==> src/rtl/draw_char_grid_if.sv <==
// VGA timing and colour bundle passed between the overlay pipeline stages.
interface vga_if;
  logic [10:0] vcount;
  logic        vsync;
  logic        vblnk;
  logic [10:0] hcount;
  logic        hsync;
  logic        hblnk;
  logic [11:0] rgb;

  modport in  (input  vcount, vsync, vblnk, hcount, hsync, hblnk, rgb);
  modport out (output vcount, vsync, vblnk, hcount, hsync, hblnk, rgb);
endinterface

==> src/rtl/draw_char_grid.sv <==
// Character-grid overlay stage: draws a COLS x ROWS glyph grid from an external font ROM,
// with pixel scaling, per-cell colour, optional opaque background and attribute blink.
module draw_char_grid #(
  parameter int CHAR_W       = 8,
  parameter int CHAR_H       = 16,
  parameter int COLS         = 32,
  parameter int ROWS         = 32,
  parameter int SCALE_LOG2   = 0,
  parameter int FONT_LAT     = 1,
  parameter int BLINK_FRAMES = 30
) (
  input  logic                        clk,
  input  logic                        rst,
  input  logic [10:0]                 board_xpos,
  input  logic [10:0]                 board_ypos,
  input  logic                        enable,
  input  logic                        opaque,
  input  logic [11:0]                 bg_rgb,
  output logic [$clog2(COLS)-1:0]     char_col,
  output logic [$clog2(ROWS)-1:0]     char_row,
  output logic [$clog2(CHAR_H)-1:0]   char_line,
  input  logic [CHAR_W-1:0]           char_pixels,
  input  logic [11:0]                 char_fg,
  input  logic                        char_blink,
  vga_if.in                           in,
  vga_if.out                          out
);

  localparam int CW_LOG2 = $clog2(CHAR_W);
  localparam int CH_LOG2 = $clog2(CHAR_H);
  localparam int COL_W   = $clog2(COLS);
  localparam int ROW_W   = $clog2(ROWS);
  localparam logic [11:0] GRID_W = 12'((COLS * CHAR_W) << SCALE_LOG2);
  localparam logic [11:0] GRID_H = 12'((ROWS * CHAR_H) << SCALE_LOG2);
  localparam int FC_W    = (BLINK_FRAMES > 1) ? $clog2(BLINK_FRAMES) : 1;
  localparam logic [FC_W-1:0] FC_LAST = FC_W'(BLINK_FRAMES - 1);
  localparam int BUS_W   = 38;
  localparam int PIPE_W  = BUS_W + 1 + CW_LOG2;

  logic              vsync_q_r;
  logic              vsync_rise_s;
  logic              en_r;
  logic              opq_r;
  logic [10:0]       xpos_r;
  logic [10:0]       ypos_r;
  logic [11:0]       bg_r;
  logic [FC_W-1:0]   frame_cnt_r;
  logic              blink_phase_r;

  logic [10:0]       rx_s;
  logic [10:0]       ry_s;
  logic              inside_s;
  logic [CW_LOG2-1:0] bit_s;

  logic [PIPE_W-1:0] pipe_in_s;
  logic [PIPE_W-1:0] dl_r [FONT_LAT];
  logic [PIPE_W-1:0] d_s;
  logic              d_inside_s;
  logic [CW_LOG2-1:0] d_bit_s;
  logic [BUS_W-1:0]  d_bus_s;
  logic              glyph_on_s;
  logic              blank_s;
  logic [11:0]       rgb_nxt_s;
  logic [BUS_W-1:0]  out_bus_r;

  assign vsync_rise_s = in.vsync & ~vsync_q_r;

  // Frame-edge detection and once-per-frame capture of position and mode
  always_ff @(posedge clk or negedge rst) begin
    if (!rst) begin
      vsync_q_r <= 1'b0;
      en_r      <= 1'b0;
      opq_r     <= 1'b0;
      xpos_r    <= 11'd0;
      ypos_r    <= 11'd0;
      bg_r      <= 12'h000;
    end else begin
      vsync_q_r <= in.vsync;
      if (vsync_rise_s) begin
        en_r   <= enable;
        opq_r  <= opaque;
        xpos_r <= board_xpos;
        ypos_r <= board_ypos;
        bg_r   <= bg_rgb;
      end
    end
  end

  // Blink half-period frame counter
  always_ff @(posedge clk or negedge rst) begin
    if (!rst) begin
      frame_cnt_r   <= '0;
      blink_phase_r <= 1'b0;
    end else if (vsync_rise_s) begin
      if (frame_cnt_r == FC_LAST) begin
        frame_cnt_r   <= '0;
        blink_phase_r <= ~blink_phase_r;
      end else begin
        frame_cnt_r <= frame_cnt_r + FC_W'(1);
      end
    end
  end

  // Grid-relative position; the scale shift and power-of-2 divides fold into bit slices
  always_comb begin
    rx_s     = in.hcount - xpos_r;
    ry_s     = in.vcount - ypos_r;
    inside_s = en_r & (in.hcount >= xpos_r) & ({1'b0, rx_s} < GRID_W)
                    & (in.vcount >= ypos_r) & ({1'b0, ry_s} < GRID_H);
    bit_s    = rx_s[SCALE_LOG2 +: CW_LOG2];
    if (inside_s) begin
      char_col  = rx_s[SCALE_LOG2 + CW_LOG2 +: COL_W];
      char_row  = ry_s[SCALE_LOG2 + CH_LOG2 +: ROW_W];
      char_line = ry_s[SCALE_LOG2 +: CH_LOG2];
    end else begin
      char_col  = '0;
      char_row  = '0;
      char_line = '0;
    end
  end

  assign pipe_in_s = {inside_s, bit_s, in.vcount, in.vsync, in.vblnk,
                      in.hcount, in.hsync, in.hblnk, in.rgb};

  // Delay line matching the font ROM latency
  always_ff @(posedge clk or negedge rst) begin
    if (!rst) begin
      for (int i = 0; i < FONT_LAT; i++) begin
        dl_r[i] <= '0;
      end
    end else begin
      dl_r[0] <= pipe_in_s;
      for (int i = 1; i < FONT_LAT; i++) begin
        dl_r[i] <= dl_r[i-1];
      end
    end
  end

  assign d_s        = dl_r[FONT_LAT-1];
  assign d_inside_s = d_s[PIPE_W-1];
  assign d_bit_s    = d_s[BUS_W +: CW_LOG2];
  assign d_bus_s    = d_s[BUS_W-1:0];

  // Pixel select; ~bit is CHAR_W-1-bit because CHAR_W is a power of 2
  always_comb begin
    glyph_on_s = char_pixels[~d_bit_s];
    blank_s    = char_blink & blink_phase_r;
    if (d_inside_s & glyph_on_s & ~blank_s) begin
      rgb_nxt_s = char_fg;
    end else if (d_inside_s & opq_r) begin
      rgb_nxt_s = bg_r;
    end else begin
      rgb_nxt_s = d_bus_s[11:0];
    end
  end

  // Output register stage
  always_ff @(posedge clk or negedge rst) begin
    if (!rst) begin
      out_bus_r <= '0;
    end else begin
      out_bus_r <= {d_bus_s[BUS_W-1:12], rgb_nxt_s};
    end
  end

  assign {out.vcount, out.vsync, out.vblnk, out.hcount, out.hsync, out.hblnk, out.rgb} = out_bus_r;

endmodule

==> src/flat_wrapper.sv <==
// flat-port wrapper written by rule: the top's interface ports become plain ports
module draw_char_grid_flat 
#(
  parameter int CHAR_W       = 8,
  parameter int CHAR_H       = 16,
  parameter int COLS         = 32,
  parameter int ROWS         = 32,
  parameter int SCALE_LOG2   = 0,
  parameter int FONT_LAT     = 1,
  parameter int BLINK_FRAMES = 30
)
  (clk, rst, board_xpos, board_ypos, enable, opaque, bg_rgb, char_col, char_row, char_line, char_pixels, char_fg, char_blink, in_vcount, in_vsync, in_vblnk, in_hcount, in_hsync, in_hblnk, in_rgb, out_vcount, out_vsync, out_vblnk, out_hcount, out_hsync, out_hblnk, out_rgb);
  vga_if in_i ();
  vga_if out_i ();
  input  logic clk;
  input  logic rst;
  input  logic [10:0] board_xpos;
  input  logic [10:0] board_ypos;
  input  logic enable;
  input  logic opaque;
  input  logic [11:0] bg_rgb;
  output logic [$clog2(COLS)-1:0] char_col;
  output logic [$clog2(ROWS)-1:0] char_row;
  output logic [$clog2(CHAR_H)-1:0] char_line;
  input  logic [CHAR_W-1:0] char_pixels;
  input  logic [11:0] char_fg;
  input  logic char_blink;
  input wire logic [$bits(in_i.vcount)-1:0] in_vcount;
  input wire logic [$bits(in_i.vsync)-1:0] in_vsync;
  input wire logic [$bits(in_i.vblnk)-1:0] in_vblnk;
  input wire logic [$bits(in_i.hcount)-1:0] in_hcount;
  input wire logic [$bits(in_i.hsync)-1:0] in_hsync;
  input wire logic [$bits(in_i.hblnk)-1:0] in_hblnk;
  input wire logic [$bits(in_i.rgb)-1:0] in_rgb;
  output wire logic [$bits(out_i.vcount)-1:0] out_vcount;
  output wire logic [$bits(out_i.vsync)-1:0] out_vsync;
  output wire logic [$bits(out_i.vblnk)-1:0] out_vblnk;
  output wire logic [$bits(out_i.hcount)-1:0] out_hcount;
  output wire logic [$bits(out_i.hsync)-1:0] out_hsync;
  output wire logic [$bits(out_i.hblnk)-1:0] out_hblnk;
  output wire logic [$bits(out_i.rgb)-1:0] out_rgb;
  assign in_i.vcount = in_vcount;
  assign in_i.vsync = in_vsync;
  assign in_i.vblnk = in_vblnk;
  assign in_i.hcount = in_hcount;
  assign in_i.hsync = in_hsync;
  assign in_i.hblnk = in_hblnk;
  assign in_i.rgb = in_rgb;
  assign out_vcount = out_i.vcount;
  assign out_vsync = out_i.vsync;
  assign out_vblnk = out_i.vblnk;
  assign out_hcount = out_i.hcount;
  assign out_hsync = out_i.hsync;
  assign out_hblnk = out_i.hblnk;
  assign out_rgb = out_i.rgb;
  draw_char_grid #(.CHAR_W(CHAR_W), .CHAR_H(CHAR_H), .COLS(COLS), .ROWS(ROWS), .SCALE_LOG2(SCALE_LOG2), .FONT_LAT(FONT_LAT), .BLINK_FRAMES(BLINK_FRAMES)) u_core (.clk(clk), .rst(rst), .board_xpos(board_xpos), .board_ypos(board_ypos), .enable(enable), .opaque(opaque), .bg_rgb(bg_rgb), .char_col(char_col), .char_row(char_row), .char_line(char_line), .char_pixels(char_pixels), .char_fg(char_fg), .char_blink(char_blink), .in(in_i), .out(out_i));
endmodule
==> config.mk <==
export PLATFORM = sky130hd
export DESIGN_NAME = draw_char_grid_flat
export DESIGN_NICKNAME = d
export VERILOG_FILES = /design/src/rtl/draw_char_grid_if.sv /design/src/rtl/draw_char_grid.sv /design/src/flat_wrapper.sv
export SDC_FILE = /design/constraint.sdc
export NUM_CORES = 1
export LEC_CHECK = 0
export CAP_MARGIN = 20
export CORE_MARGIN = 4
export CORE_UTILIZATION = 49
export CTS_BUF_LIST = sky130_fd_sc_hd__clkbuf_8
export DETAILED_ROUTE_END_ITERATION = 10
export GPL_TIMING_DRIVEN = 0
export PLACE_DENSITY_LB_ADDON = 0.3
export SYNTH_ARGS = -nofsm -noshare
export SYNTH_HDL_FRONTEND = slang
export SYNTH_SLANG_ARGS = --single-unit
==> constraint.sdc <==
create_clock -name clk -period 4.6 [get_ports clk]
set_clock_uncertainty 0.15 [all_clocks]
set_input_delay 0.92 -clock clk [delete_from_list [all_inputs] [get_ports clk]]
set_output_delay 0.92 -clock clk [all_outputs]
set_load 0.01 [all_outputs]
==> flow_metrics.env, run 1 <==
export IMPL_route_detailed_drc=0
export IMPL_syn_nets=584
export IMPL_postSynthCellCount=461
export IMPL_whs_path_depth=0
export IMPL_drt_total_wl_um=13700
export IMPL_area_growth_pct=48.9
export IMPL_clock_sinks=122
export IMPL_final_core_util=0.748
export IMPL_drive_gt1_frac=0.185
export IMPL_wl_met2_um=6810
export IMPL_num_rows=37
export IMPL_initial_core_util=0.502
export IMPL_synth_simple_area_share=0.145
export IMPL_via_per_inst=5.29
export IMPL_clock_path_buffers=2
export IMPL_die_h_um=111
export IMPL_seq_area_frac_synth=0.589
export IMPL_yosysWarnings=0
export IMPL_ys_top_cells_by_area="dfrtp_1 (59%), nand2_1 (5.9%), ha_1 (5.8%), o21ai_0 (3.2%), a21oi_1 (2.9%)"
export IMPL_numCtsBuffers=17
export IMPL_peakVddDrop_uv=184
export IMPL_dieArea_mm2=0.0123
export IMPL_synth_xor_area_frac=0.0253
export IMPL_routabilityCongestion=0.884
export IMPL_synth_seq_cells=122
export IMPL_ant_nets=0
export IMPL_root_buffer="clkbuf_8"
export IMPL_synth_edf_count=0
export IMPL_cp_num_cells=10
export IMPL_grt_pass1_wl_um=22200
export IMPL_whs_ns=0.198
export IMPL_period_share=0.977
export IMPL_multi_input_area_mm2=0.00227
export IMPL_rsz0062_at_grt="no"
export IMPL_tritoncts="built"
export IMPL_grt_usage=0.228
export IMPL_top_layer_used="met4"
export IMPL_fmax_ghz=0.223
export IMPL_fillers=684
export IMPL_status="complete, no violations"
export IMPL_hold_path_class="register to register"
export IMPL_path_delay_family="buffers and inverters"
export IMPL_finalHoldViolCount=0
export IMPL_setup_violations=0
export IMPL_cp_slowest_cell="clkdlybuf4s50_1"
export IMPL_tightest_slew_ns=0.686
export IMPL_final_min_clock_period_ns=4.49
export IMPL_power_mw=2.97
export IMPL_arrival_ns=3.42
export IMPL_max_stage_delay_ns=0.49
export IMPL_synthMuxAreaShare=0.0338
export IMPL_ys_async_sr_fraction=1.00
export IMPL_regArea_mm2=0.00305
export IMPL_cp_num_buf_inv=3
export IMPL_yosysTopAreaCellShare=0.589
export IMPL_crit_fanout=6
export IMPL_hold_buffers=0
export IMPL_wl_per_cell_um=17.2
export IMPL_port_buffers=148
export IMPL_startpoint_type="input pin"
export IMPL_synth_distinct_cells=49
export IMPL_maxCapViolCount=0
export IMPL_clkTransAtPathRegs_ns=0.06
export IMPL_slew_limit_headroom=0.543
export IMPL_m1WireLength_um=5570
export IMPL_synth_top_family_by_area="simple AND/OR/NAND/NOR gates"
export IMPL_cts_htree_levels=4
export IMPL_synth_compound_area_share=0.106
export IMPL_antenna_found_initial=1
export IMPL_vias=4213
export IMPL_firstDrtPassIters=4
export IMPL_drt_iter0_drc=152
export IMPL_drv_slew=0
export IMPL_finalNetCount=773
export IMPL_grt_pass1_vias=4495
export IMPL_yosys_area_share_adder=0.0657
export IMPL_path_cells="clkdlybuf4s50_1, ha_2, a21o_1, a221oi_2, a21oi_2, xnor2_2, o311ai_4, buf_6, nor4_4, buf_2"
export IMPL_p_leak_nw=3.49
export IMPL_ios=149
export IMPL_crit_required_ns=3.53
export IMPL_grt_max_degree=91
export IMPL_synth_area_mm2=0.00518
export IMPL_r2r_cells=9
export IMPL_pre_cts_ws_ns=-0.745
export IMPL_critical_path_class="input pin to output port"
export IMPL_die_w_um=111
export IMPL_pwr_density_cell_mw_per_mm2=385
export IMPL_core_area_mm2=0.0103
export IMPL_synthFlopType="dfrtp_1"
export IMPL_clock_latency_ns=0.43
export IMPL_synth_avg_cell_area_um2=11.2
export IMPL_final_cells=797
export IMPL_placed_cells=746
export IMPL_wl_met3_um=1030
export IMPL_overflow=0
export IMPL_synth_top_cell_by_area="dfrtp_1"
export IMPL_fin_ws_ns=0.108
export IMPL_endpoint_kind="output port"
export IMPL_dpl_hpwl_um=9200
## Yosys cell counts, types with 2 or more instances
cell type and count:
xor2_1 9, nand4_1 4, xnor2_1 6, a21oi_1 30, nand2_1 81, or2_2 3, nand2b_1 5, nor2_1 20
nor2b_1 5, a31oi_1 2, ha_1 24, nor4_1 4, mux4_2 2, dfrtp_1 122, nor3_1 5, a21o_1 6
nand3_1 2, fa_1 2, nor4_2 9, o21ai_0 33, clkbuf_1 12, mux2i_1 13, buf_2 2, and4_1 2
inv_1 31, a211oi_1 4
## sequential cells by signal, indices dropped and copies added (netlist names)
name	flops
u_core.bg_r	12
u_core.blink_phase_r	1
u_core.d_s	42
u_core.en_r	1
u_core.frame_cnt_r	5
u_core.opq_r	1
u_core.out_bus_r	38
u_core.xpos_r	11
u_core.ypos_r	11
## timing repair
item | 4_1_cts | 5_1_grt
gates resized for setup | 116 | 15
buffers inserted | 11 | 8
gates cloned | 2 | 0
setup endpoints to repair | 14 | 14
pin swaps | 18 | 16
## cell type report
type                            instances  share of cell area
Sequential cell                       122               0.396
Multi-Input combinational cell        293               0.294
Timing Repair Buffer                  170               0.210
Clock buffer                           20              0.0357
Tap cell                              136              0.0220
Clock inverter                          9              0.0161
Inverter                               31              0.0151
Buffer                                 15              0.0107
Antenna cell                            1            0.000324
## path summary, 6_finish.rpt
kind / startpoint / endpoint / slack [ns]
worst max-delay path: in_hcount[4] / char_row[2] / 0.11
worst min-delay path: u_core.d_s[12]$_DFF_PN0_ / u_core.out_bus_r[12]$_DFF_PN0_ / 0.20
worst max register to register: u_core.ypos_r[3]$_DFFE_PN0P_ / u_core.d_s[41]$_DFF_PN0_ / 1.86
worst min register to register: u_core.d_s[12]$_DFF_PN0_ / u_core.out_bus_r[12]$_DFF_PN0_ / 0.20
max in group asynchronous: rst / u_core.d_s[34]$_DFF_PN0_ / 3.37
min in group asynchronous: rst / u_core.d_s[16]$_DFF_PN0_ / 0.22
## cells in the final DEF, fill, tap and decap left out, types with 12 or more instances in the layout
cell type | Yosys | layout
nand2_1 | 81 | 81
inv_1 | 31 | 31
clkbuf_1 | 12 | 12
o21ai_0 | 33 | 31
buf_2 | 2 | 14
clkdlybuf4s50_1 | 0 | 121
clkbuf_8 | 0 | 20
dfrtp_1 | 122 | 122
mux2i_1 | 13 | 12
buf_4 | 0 | 17
nor2_1 | 20 | 19
a21oi_1 | 30 | 28
## stage by stage
step	cell area, µm²	setup TNS, ns
final	7720	0
after detailed placement	6860	-9.30
after floorplan	5180	0
after CTS	7600	0
after global placement	6840	-253.17
after global routing	7710	0
## layer usage
metal,up-vias,GRT usage
met3,30,0.0737
li1,1954,-
met2,178,0.380
met5,-,0
met1,2051,0.279
met4,0,0.0788
## cell families (layout without fill, tap and decap cells)
| logic type | after synthesis | in the layout |
|---|---|---|
| buffers and inverters | 46 | 245 |
| multiplexers | 15 | 15 |
| AO/OA/AOI/OAI | 90 | 90 |
| AND/OR/NAND/NOR | 147 | 147 |
| other | 0 | 1 |
| XOR/XNOR | 15 | 15 |
| adder cells (fa/ha/maj) | 26 | 26 |
| flip-flops | 122 | 122 |
## where the power goes
| group | switching [mW] | total, mW | leakage, nW | internal (mW) |
|---|---|---|---|---|
| Clock | 0.395 | 0.960 | 0.204 | 0.565 |
| Combinational | 0.417 | 0.785 | 1.84 | 0.368 |
| Sequential | 0.0545 | 1.23 | 1.45 | 1.17 |
No activity file was read; power rests on OpenSTA's default activity.
==> run 2, diff against run 1 <==
Settings changed: CAP_MARGIN 20 to default, CELL_PAD_IN_SITES_DETAIL_PLACEMENT from default to 0, CELL_PAD_IN_SITES_GLOBAL_PLACEMENT from default to 2, CORE_UTILIZATION 49 to 31.
==> run 2 against run 1 <==
Cell count up 11%. First-iteration DRC count down 33%. Sequential cell count unchanged. Sequential power about the same. Largest cell class unchanged. Largest power group unchanged.
==> flow_metrics.env, run 2 (synthesis gave the netlist of run 1 again) <==
export IMPL_cts_htree_levels=4
export IMPL_die_h_um=137
export IMPL_initial_core_util=0.315
export IMPL_fillers=1515
export IMPL_crit_required_ns=3.53
export IMPL_clock_sinks=122
export IMPL_ant_nets=0
export IMPL_clkTransAtPathRegs_ns=0.07
export IMPL_via_per_inst=4.58
export IMPL_setup_violations=0
export IMPL_routabilityCongestion=0.728
export IMPL_num_rows=47
export IMPL_p_leak_nw=3.54
export IMPL_drt_iter0_drc=102
export IMPL_grt_usage=0.154
export IMPL_layout_commonest_cell="dfrtp_1"
export IMPL_endpoint_kind="output port"
export IMPL_drt_total_wl_um=14100
export IMPL_port_buffers=148
export IMPL_hold_path_class="register to register"
export IMPL_dpl_cell_area_mm2=0.00697
export IMPL_pwr_density_cell_mw_per_mm2=385
export IMPL_core_area_mm2=0.0165
export IMPL_largest_reg_flops=42
export IMPL_grt_pass1_wl_um=22100
export IMPL_slew_limit_headroom=0.507
export IMPL_firstDrtPassIters=4
export IMPL_whs_ns=0.201
export IMPL_hold_buffers=0
export IMPL_status="complete, no violations"
export IMPL_mostFrequentLayoutCells="dfrtp_1 (122), clkdlybuf4s50_1 (118), nand2_1 (81), o21ai_0 (33), inv_1 (31)"
export IMPL_wl_per_cell_um=16.0
export IMPL_clock_path_buffers=2
export IMPL_vias=4047
export IMPL_finalNetCount=773
export IMPL_finalHoldViolCount=0
export IMPL_antenna_found_initial=1
export IMPL_maxCapViolCount=0
export IMPL_arrival_ns=3.41
export IMPL_dpl_hpwl_um=10000
export IMPL_peakVddDrop_uv=178
export IMPL_period_share=0.974
export IMPL_fmax_ghz=0.223
export IMPL_drv_slew=0
export IMPL_dieArea_mm2=0.0189
export IMPL_ios=149
export IMPL_numCtsBuffers=17
export IMPL_grt_pass1_vias=4343
export IMPL_root_buffer="clkbuf_8"
export IMPL_stdcell_area_mm2=0.00795
export IMPL_startpoint_type="input pin"
export IMPL_overflow=0
export IMPL_fin_tns_setup_ns=0
export IMPL_power_mw=3.06
export IMPL_crit_fanout=5
export IMPL_clock_latency_ns=0.43
export IMPL_route_detailed_drc=0
export IMPL_critical_path_class="input pin to output port"
export IMPL_tightest_slew_ns=0.739
export IMPL_final_min_clock_period_ns=4.48
export IMPL_tritoncts="built"
export IMPL_antenna_cells=0
export IMPL_die_w_um=137
export IMPL_grt_max_degree=76
export IMPL_area_growth_pct=53.3
export IMPL_drive_gt1_frac=0.199
==> run 2: changes by cell type in the layout (fill, tap and decap cells not counted), sizes merged <==
cell	before	now
clkinvlp	2	3
dlygate4sd2	9	10
bufinv	3	4
diode	1	0
clkinv	3	5
clkdlybuf4s50	121	118
clkdlybuf4s15	1	0
dlymetal6s2s	2	4
==> run 2: worst paths after layout <==
check	startpoint	endpoint	slack [ns]	depth (start not counted)
min in group asynchronous	rst	u_core.d_s[12]$_DFF_PN0_	0.27	1
worst min register to register	u_core.d_s[33]$_DFF_PN0_	u_core.out_bus_r[33]$_DFF_PN0_	0.20	0
worst min-delay path	u_core.d_s[33]$_DFF_PN0_	u_core.out_bus_r[33]$_DFF_PN0_	0.20	0
max in group asynchronous	rst	u_core.ypos_r[4]$_DFFE_PN0P_	3.32	2
worst max-delay path	in_vcount[3]	char_col[0]	0.12	10
worst max register to register	u_core.xpos_r[0]$_DFFE_PN0P_	u_core.d_s[41]$_DFF_PN0_	1.86	11
==> run 2: cell type report <==
| type | count | area (µm²) | share of cell area |
|---|---|---|---|
| flip-flops and latches | 122 | 3050 | 0.384 |
| multi-input cells | 293 | 2350 | 0.295 |
| repair buffers | 170 | 1630 | 0.205 |
| well taps | 220 | 275 | 0.0346 |
| clock buffers | 19 | 262 | 0.0329 |
| clock inverters | 13 | 175 | 0.0220 |
| inverters | 31 | 116 | 0.0146 |
| plain buffers | 15 | 87.6 | 0.0110 |
==> run 2: where the power goes <==
part	switching, mW	internal (mW)
logic	0.415	0.385
registers	0.0489	1.17
clock network	0.427	0.614
==> run 2: worst max-delay path: stages <==
cell and delay, ns:
dlygate4sd2_1 0.27, ha_4 0.30, nand3_2 0.08, or4_4 0.53, a211oi_2 0.22, a221o_2 0.21
nand4b_4 0.19, buf_4 0.23, nor4_4 0.27, buf_2 0.18
==> run 2: timing repair <==
item,in CTS,in global routing
pin swaps,20,15
gates cloned,2,0
setup endpoints to repair,14,14
resized for setup,121,26
buffers inserted,16,3
==> run 2: per-layer routing <==
layer	GRT usage	up-vias	share of wire
li1	-	1960	-
met1	0.193	1948	0.45
met2	0.251	120	0.47
met3	0.0497	17	0.067
met4	0.0565	2	0.015
met5	0	-	0.00092
==> run 2: through the flow <==
stage | std cells | setup WS, ns | utilization
2_1_floorplan | 461 | 0.458 | -
3_3_place_gp | 829 | -2.30 | 0.422
3_5_place_dp | 830 | -0.900 | 0.423
4_1_cts | 880 | 0.0141 | 0.473
5_1_grt | 883 | -0.0140 | 0.483
6_report | 883 | 0.120 | 0.483
